===== src/rtl/fp_pkg.sv =====
// Shared definitions for the floating-point adder datapath.
package fp_pkg;

    localparam int EXP_W   = 8;
    localparam int MANT_W  = 24;
    localparam int SHIFT_W = 5;

    localparam logic [EXP_W-1:0] EXP_MAX = 8'd255;

    // Normalized result as produced by the post-add normalization stage.
    typedef struct packed {
        logic              sign;
        logic [EXP_W-1:0]  exp;
        logic [MANT_W-2:0] frac;
        logic              zero;
        logic              ovf;
        logic              unf;
    } fp_norm_t;

endpackage


===== src/rtl/fp_lzc24.sv =====
// Combinational leading-zero counter for the 24-bit mantissa.
// A zero input reports 24; callers detect zero separately.
module fp_lzc24
    import fp_pkg::*;
(
    input  logic [MANT_W-1:0]  mant,
    output logic [SHIFT_W-1:0] lz
);

    // Scan upward so the highest set bit is the last one to win.
    always_comb begin
        lz = SHIFT_W'(MANT_W);
        for (int i = 0; i < MANT_W; i++) begin
            if (mant[i]) begin
                lz = SHIFT_W'(MANT_W - 1 - i);
            end
        end
    end

endmodule


===== src/rtl/fp_normalize_stage.sv =====
// Post-add normalization: stage 1 counts leading zeros, stage 2 shifts,
// adjusts the exponent and classifies overflow/underflow/zero.
// Rounding is truncation; denormals are flushed to zero.
module fp_normalize_stage
    import fp_pkg::*;
(
    input  logic              clk,
    input  logic              rst,
    input  logic              in_valid,
    output logic              in_ready,
    input  logic              in_sign,
    input  logic [EXP_W-1:0]  in_exp,
    input  logic [MANT_W-1:0] in_mant,
    input  logic              in_carry,
    output logic              out_valid,
    input  logic              out_ready,
    output logic              out_sign,
    output logic [EXP_W-1:0]  out_exp,
    output logic [MANT_W-2:0] out_frac,
    output logic              out_zero,
    output logic              out_ovf,
    output logic              out_unf
);

    logic               s1_valid;
    logic               s1_sign;
    logic [EXP_W-1:0]   s1_exp;
    logic [MANT_W-1:0]  s1_mant;
    logic               s1_carry;
    logic [SHIFT_W-1:0] s1_lz;
    logic               s1_mz;

    logic               s2_valid;
    fp_norm_t           s2_res;

    logic               s1_adv;
    logic [SHIFT_W-1:0] in_lz;
    fp_norm_t           nxt_res;
    logic [EXP_W:0]     exp_inc;
    logic [EXP_W-1:0]   lz_ext;
    logic [MANT_W-1:0]  shifted;

    assign s1_adv   = !s2_valid || out_ready;
    assign in_ready = !s1_valid || s1_adv;

    fp_lzc24 u_lzc (
        .mant (in_mant),
        .lz   (in_lz)
    );

    // Stage 1: capture the raw sum together with its leading-zero count.
    always_ff @(posedge clk) begin
        if (rst) begin
            s1_valid <= 1'b0;
            s1_sign  <= 1'b0;
            s1_exp   <= '0;
            s1_mant  <= '0;
            s1_carry <= 1'b0;
            s1_lz    <= '0;
            s1_mz    <= 1'b0;
        end else if (in_ready) begin
            s1_valid <= in_valid;
            if (in_valid) begin
                s1_sign  <= in_sign;
                s1_exp   <= in_exp;
                s1_mant  <= in_mant;
                s1_carry <= in_carry;
                s1_lz    <= in_lz;
                s1_mz    <= (in_mant == '0);
            end
        end
    end

    // Stage 2 datapath: classify in priority order and normalize.
    always_comb begin
        nxt_res      = '0;
        nxt_res.sign = s1_sign;
        exp_inc      = {1'b0, s1_exp} + (EXP_W+1)'(1);
        lz_ext       = {{(EXP_W-SHIFT_W){1'b0}}, s1_lz};
        shifted      = s1_mant << s1_lz;
        if (s1_exp == EXP_MAX) begin
            nxt_res.ovf = 1'b1;
            nxt_res.exp = EXP_MAX;
        end else if (s1_carry) begin
            // Carry-out: the hidden bit moves up one place, so shift right by one.
            if (exp_inc >= {1'b0, EXP_MAX}) begin
                nxt_res.ovf = 1'b1;
                nxt_res.exp = EXP_MAX;
            end else begin
                nxt_res.exp  = exp_inc[EXP_W-1:0];
                nxt_res.frac = s1_mant[MANT_W-1:1];
            end
        end else if (s1_mz) begin
            nxt_res.sign = 1'b0;
            nxt_res.zero = 1'b1;
        end else if (lz_ext >= s1_exp) begin
            // Result would be denormal or below; flush to signed zero.
            nxt_res.unf = 1'b1;
        end else begin
            nxt_res.exp  = s1_exp - lz_ext;
            nxt_res.frac = shifted[MANT_W-2:0];
        end
    end

    // Stage 2 register: advances only when the output slot is free or draining.
    always_ff @(posedge clk) begin
        if (rst) begin
            s2_valid <= 1'b0;
            s2_res   <= '0;
        end else if (s1_adv) begin
            s2_valid <= s1_valid;
            if (s1_valid) begin
                s2_res <= nxt_res;
            end
        end
    end

    assign out_valid = s2_valid;
    assign out_sign  = s2_res.sign;
    assign out_exp   = s2_res.exp;
    assign out_frac  = s2_res.frac;
    assign out_zero  = s2_res.zero;
    assign out_ovf   = s2_res.ovf;
    assign out_unf   = s2_res.unf;

endmodule


===== config.mk =====
export PLATFORM = sky130hd
export DESIGN_NAME = fp_normalize_stage
export DESIGN_NICKNAME = d
export VERILOG_FILES = /design/src/rtl/fp_pkg.sv /design/src/rtl/fp_lzc24.sv /design/src/rtl/fp_normalize_stage.sv
export SDC_FILE = /design/constraint.sdc
export NUM_CORES = 1
export LEC_CHECK = 0
export CAP_MARGIN = 20
export CORE_UTILIZATION = 54
export DETAILED_ROUTE_END_ITERATION = 7
export PLACE_DENSITY = 0.8
export SLEW_MARGIN = 20
export SYNTH_ARGS = -nofsm -noshare
export SYNTH_HDL_FRONTEND = slang
export SYNTH_SLANG_ARGS = --single-unit

===== constraint.sdc =====
create_clock -name clk -period 2.95 [get_ports clk]
set_input_delay 0.59 -clock clk [delete_from_list [all_inputs] [get_ports clk]]
set_output_delay 0.59 -clock clk [all_outputs]
set_load 0.005 [all_outputs]

==> metrics.log <==
[metrics] result of the run: finished clean
[metrics] synth unique cells: 70
[metrics] largest cells by area after synthesis: sky130_fd_sc_hd__dfxtp_1 (33%), sky130_fd_sc_hd__nand2_1 (8.3%), sky130_fd_sc_hd__a21oi_1 (7.0%), sky130_fd_sc_hd__mux2i_1 (5.6%), sky130_fd_sc_hd__a221o_1 (4.1%)
[metrics] clock network latency to the later pin of the worst-skew pair: around 0.36 ns
[metrics] Die Wd: 95.1 um
[metrics] area fraction of the dominant cell type after synthesis: between 30 and 40%
[metrics] Remaining Overflow, GRT: 0
[metrics] Reg clk slew, reported paths: ~0.090 ns
[metrics] post-layout min period: between 2 and 3 ns
[metrics] area of placed instances: roughly 5500 sq um
[metrics] clock tree from TritonCTS: done
[metrics] final design instance area without fill: roughly 5700 sq um
[metrics] clock buffers created by TritonCTS: 9
[metrics] detail-routed via count per cell: a little over 6
[metrics] Post-Syn Nets: a little over 600
[metrics] weighted congestion at the end of routability-driven global placement: about 0.94
[metrics] Post-Syn Area per Cell: around 8 sq um
[metrics] detailed placement HPWL: ~10,000 um
[metrics] FFs w/ async S/R, synth: 0%
[metrics] Setup crit start kind: register
[metrics] Hold Crit Depth: 2
[metrics] H-tree level count: 3
[metrics] flip-flop and latch count after synthesis: just under 80
[metrics] number of input and output port buffers inserted: 74
[metrics] fraction of the yosys area taken by sequential cells: approximately 33%
[metrics] count of flip-flops with a built-in enable after synthesis: 0
[metrics] number of rows created at floorplan: 33
[metrics] Clock Tree Buf Depth: 2
[metrics] reg2reg start: s1_exp[0]
[metrics] Clock Skew: ~0.017 ns
[metrics] main flop type after synthesis: sky130_fd_sc_hd__dfxtp_1
[metrics] count of unresolved DRC violations after routing: 0
[metrics] Worst EP arrival: around 2.9 ns
[metrics] type of the setup path with the least slack: reg -> reg
[metrics] first-pass GRT wire length: ~21,000 um
[metrics] core outline area: about 8300 sq um
[metrics] Clk Tree Root Cell: sky130_fd_sc_hd__clkbuf_8
[metrics] summed instance area of the synthesized netlist: 4680 sq um
[metrics] # diodes: 0
[metrics] die area: between 9000 and 10,000 sq um
[metrics] Final Setup Violations: 0
[metrics] height of the die: roughly 95 um
[metrics] most frequent cell on the critical path: sky130_fd_sc_hd__inv_1
[metrics] initial core utilization: between 50 and 60%
[metrics] RR Endpoint: out_frac[18]
[metrics] cell types with the highest counts after synthesis: sky130_fd_sc_hd__nand2_1 (103), sky130_fd_sc_hd__dfxtp_1 (77), sky130_fd_sc_hd__a21oi_1 (65)
[metrics] area growth from synthesis to layout: 21.4%
[metrics] final slew viol count: 0
[metrics] Worst Reg-to-Reg Cells: 10
[metrics] worst setup slack for register-to-register paths: 0.26 ns
[metrics] total count of hold-check failures in the final report: 0
[metrics] fraction of final layout cells with drive strength greater than 1: 10.4%
[metrics] most common cell in the synthesized netlist: sky130_fd_sc_hd__nand2_1
[metrics] number of hold buffers added after cts: 0
[metrics] Yosys top cell by area: sky130_fd_sc_hd__dfxtp_1
[metrics] CP max stage cell: sky130_fd_sc_hd__fa_1
[metrics] Critical Path, Cell by Cell: inv_1 > ha_1 > inv_1 > fa_1 > a211oi_1 > o21a_1 > o21ai_2 > nand2_2 > nor2_1 > a221o_1
[metrics] IR Drop Worst-Case VDD: about 0.27 mV
[metrics] number of sinks driven by the clock tree: just under 80
[metrics] Max Cap Viol: 0
[metrics] maximum fanout along the worst path: 17
[metrics] number of nets with antenna violations after detailed routing: 0
[metrics] total setup buffers inserted after CTS: 0
[metrics] Post-Route Setup TNS: 0 ns
[metrics] Least-Margin Pin Slew: slightly above 0.6 ns
[metrics] average routed wire per standard cell: 17.8 um
[metrics] warning count from the yosys run: 0
[metrics] first-pass iteration count of the detailed router: 5
[metrics] maximum number of pins on one net before global-route repair: between 50 and 60
[metrics] class of the tightest hold or removal check: reg -> reg
[metrics] num ports: between 70 and 80
[metrics] RSZ-0062 raised after global routing: no
[metrics] post_cts resized: 0
[metrics] sum of routed wire length over all layers: 13,300 um
[metrics] final critical-path share of the clock period: about nine tenths
[metrics] overall power consumption: around 2600 uW
[metrics] Largest stage delay, worst path: between 0.4 and 0.5 ns
[metrics] crit end category: register
[metrics] via count of the first global-routing pass: between 4,000 and 5,000
[metrics] areal power density over the cells: 454 nW/um^2
[metrics] Max transition margin: between 50% and 60%
[metrics] antenna violations before repair: 0
[metrics] Total Routing Usage GR: 30.8%
[metrics] number of nets in the finished design: between 600 and 700
[metrics] number of DRC markers after the initial detailed-route iteration: 489
[metrics] Via Count: about 4,600
[metrics] Worst Min Path Start: s1_sign
[metrics] Leakage Power: ~0.0022 uW
[metrics] FMAX: 0.372 GHz
[metrics] Post-Syn Instances: 577
[metrics] endpoint of the worst hold-timing path: s1_sign
[metrics] required time of the worst setup path: around 3.2 ns
[critical path, delay by kind of cell (launching register included)]
family | cells | cell delay (ns)
adders and majority gates | 2 | 0.64
DFF | 1 | 0.40
AOI/OAI and AO/OA | 4 | 0.89
buffers and inverters | 2 | 0.18
and+or+nand+nor | 2 | 0.46
[sequential cells by signal, summed over array words and instances (netlist names)]
signal and count:
out_exp 8, s1_mz 1, s1_carry 1, out_valid 1
s1_sign 1, s1_mant 24, out_frac 23, s1_valid 1
s1_lz 5, s1_exp 8, out_ovf 1, out_sign 1
out_zero 1, out_unf 1
[logic make-up after synthesis]
kind of cell,share of synthesized area (%)
fa+ha+maj,2.30
xor+xnor,1.68
compound gates,22.8
flops,32.9
buf+inv,5.53
simple gates,23.1
mux,11.7
[cells in the final DEF (no fill, tap or decap), types with 4 or more instances in the layout]
cell type                           n
sky130_fd_sc_hd__a211oi_1           5
sky130_fd_sc_hd__a21o_1             4
sky130_fd_sc_hd__a21oi_1           65
sky130_fd_sc_hd__a221o_1           19
sky130_fd_sc_hd__a22o_1             4
sky130_fd_sc_hd__and2_1            20
sky130_fd_sc_hd__and3_1             4
sky130_fd_sc_hd__buf_4             14
sky130_fd_sc_hd__clkbuf_8           9
sky130_fd_sc_hd__clkdlybuf4s50_1   73
sky130_fd_sc_hd__dfxtp_1           77
sky130_fd_sc_hd__ha_1               7
sky130_fd_sc_hd__inv_1             16
sky130_fd_sc_hd__mux2_2             8
sky130_fd_sc_hd__mux2i_1           26
sky130_fd_sc_hd__mux4_2             7
sky130_fd_sc_hd__nand2_1          103
sky130_fd_sc_hd__nand3_1            8
sky130_fd_sc_hd__nor2_1            50
sky130_fd_sc_hd__nor3_1             8
sky130_fd_sc_hd__nor4_1            12
sky130_fd_sc_hd__o21a_1             5
sky130_fd_sc_hd__o21ai_0           16
sky130_fd_sc_hd__o221a_2            4
sky130_fd_sc_hd__o221ai_1           5
sky130_fd_sc_hd__xor2_1             6
[cell type report]
class	count	area, sq um
clock buffers	9	124
clock inverters	7	98.8
fillers	715	2620
inverters	18	67.6
multi-input cells	443	2880
flip-flops and latches	77	1540
well taps	105	131
repair buffers	88	841
[through the flow]
stage	utilization [%]	hold slack, ns	worst slack (ns)	std cells
detailed placement	65.8	0.446	0.274	731
finish	68.5	0.460	0.261	747
CTS	68.5	0.461	0.263	747
global route	68.5	0.483	0.0592	747
floorplan	-	0.433	0.390	577
global placement	65.8	0.442	0.362	731
[routing by layer]
metal | wire, um | vias to the layer above | track usage [%]
li1 | - | 2206 | -
met1 | 6160 | 2139 | 45.8
met2 | 5780 | 249 | 45.3
met3 | 1150 | 25 | 4.55
met4 | 234 | 0 | 9.97
met5 | 0 | - | 0
[report_power, final]
group          internal (uW)  switching, uW  total (uW)
logic                    244            277         521
registers               1090           61.1        1150
clock network            481            430         911
[worst max path at each step]
stage,from,end,slack (ns),depth (start not counted)
2_1_floorplan,s1_lz[1],out_exp[7],0.39,10
3_3_place_gp,out_ready,out_frac[13],0.36,8
3_5_place_dp,s1_exp[0],out_frac[16],0.27,10
4_1_cts,s1_exp[0],out_frac[18],0.26,10
5_1_grt,s1_exp[0],out_frac[16],0.06,10
6_report,s1_exp[0],out_frac[18],0.26,10
(Power assumes the default switching activity.)
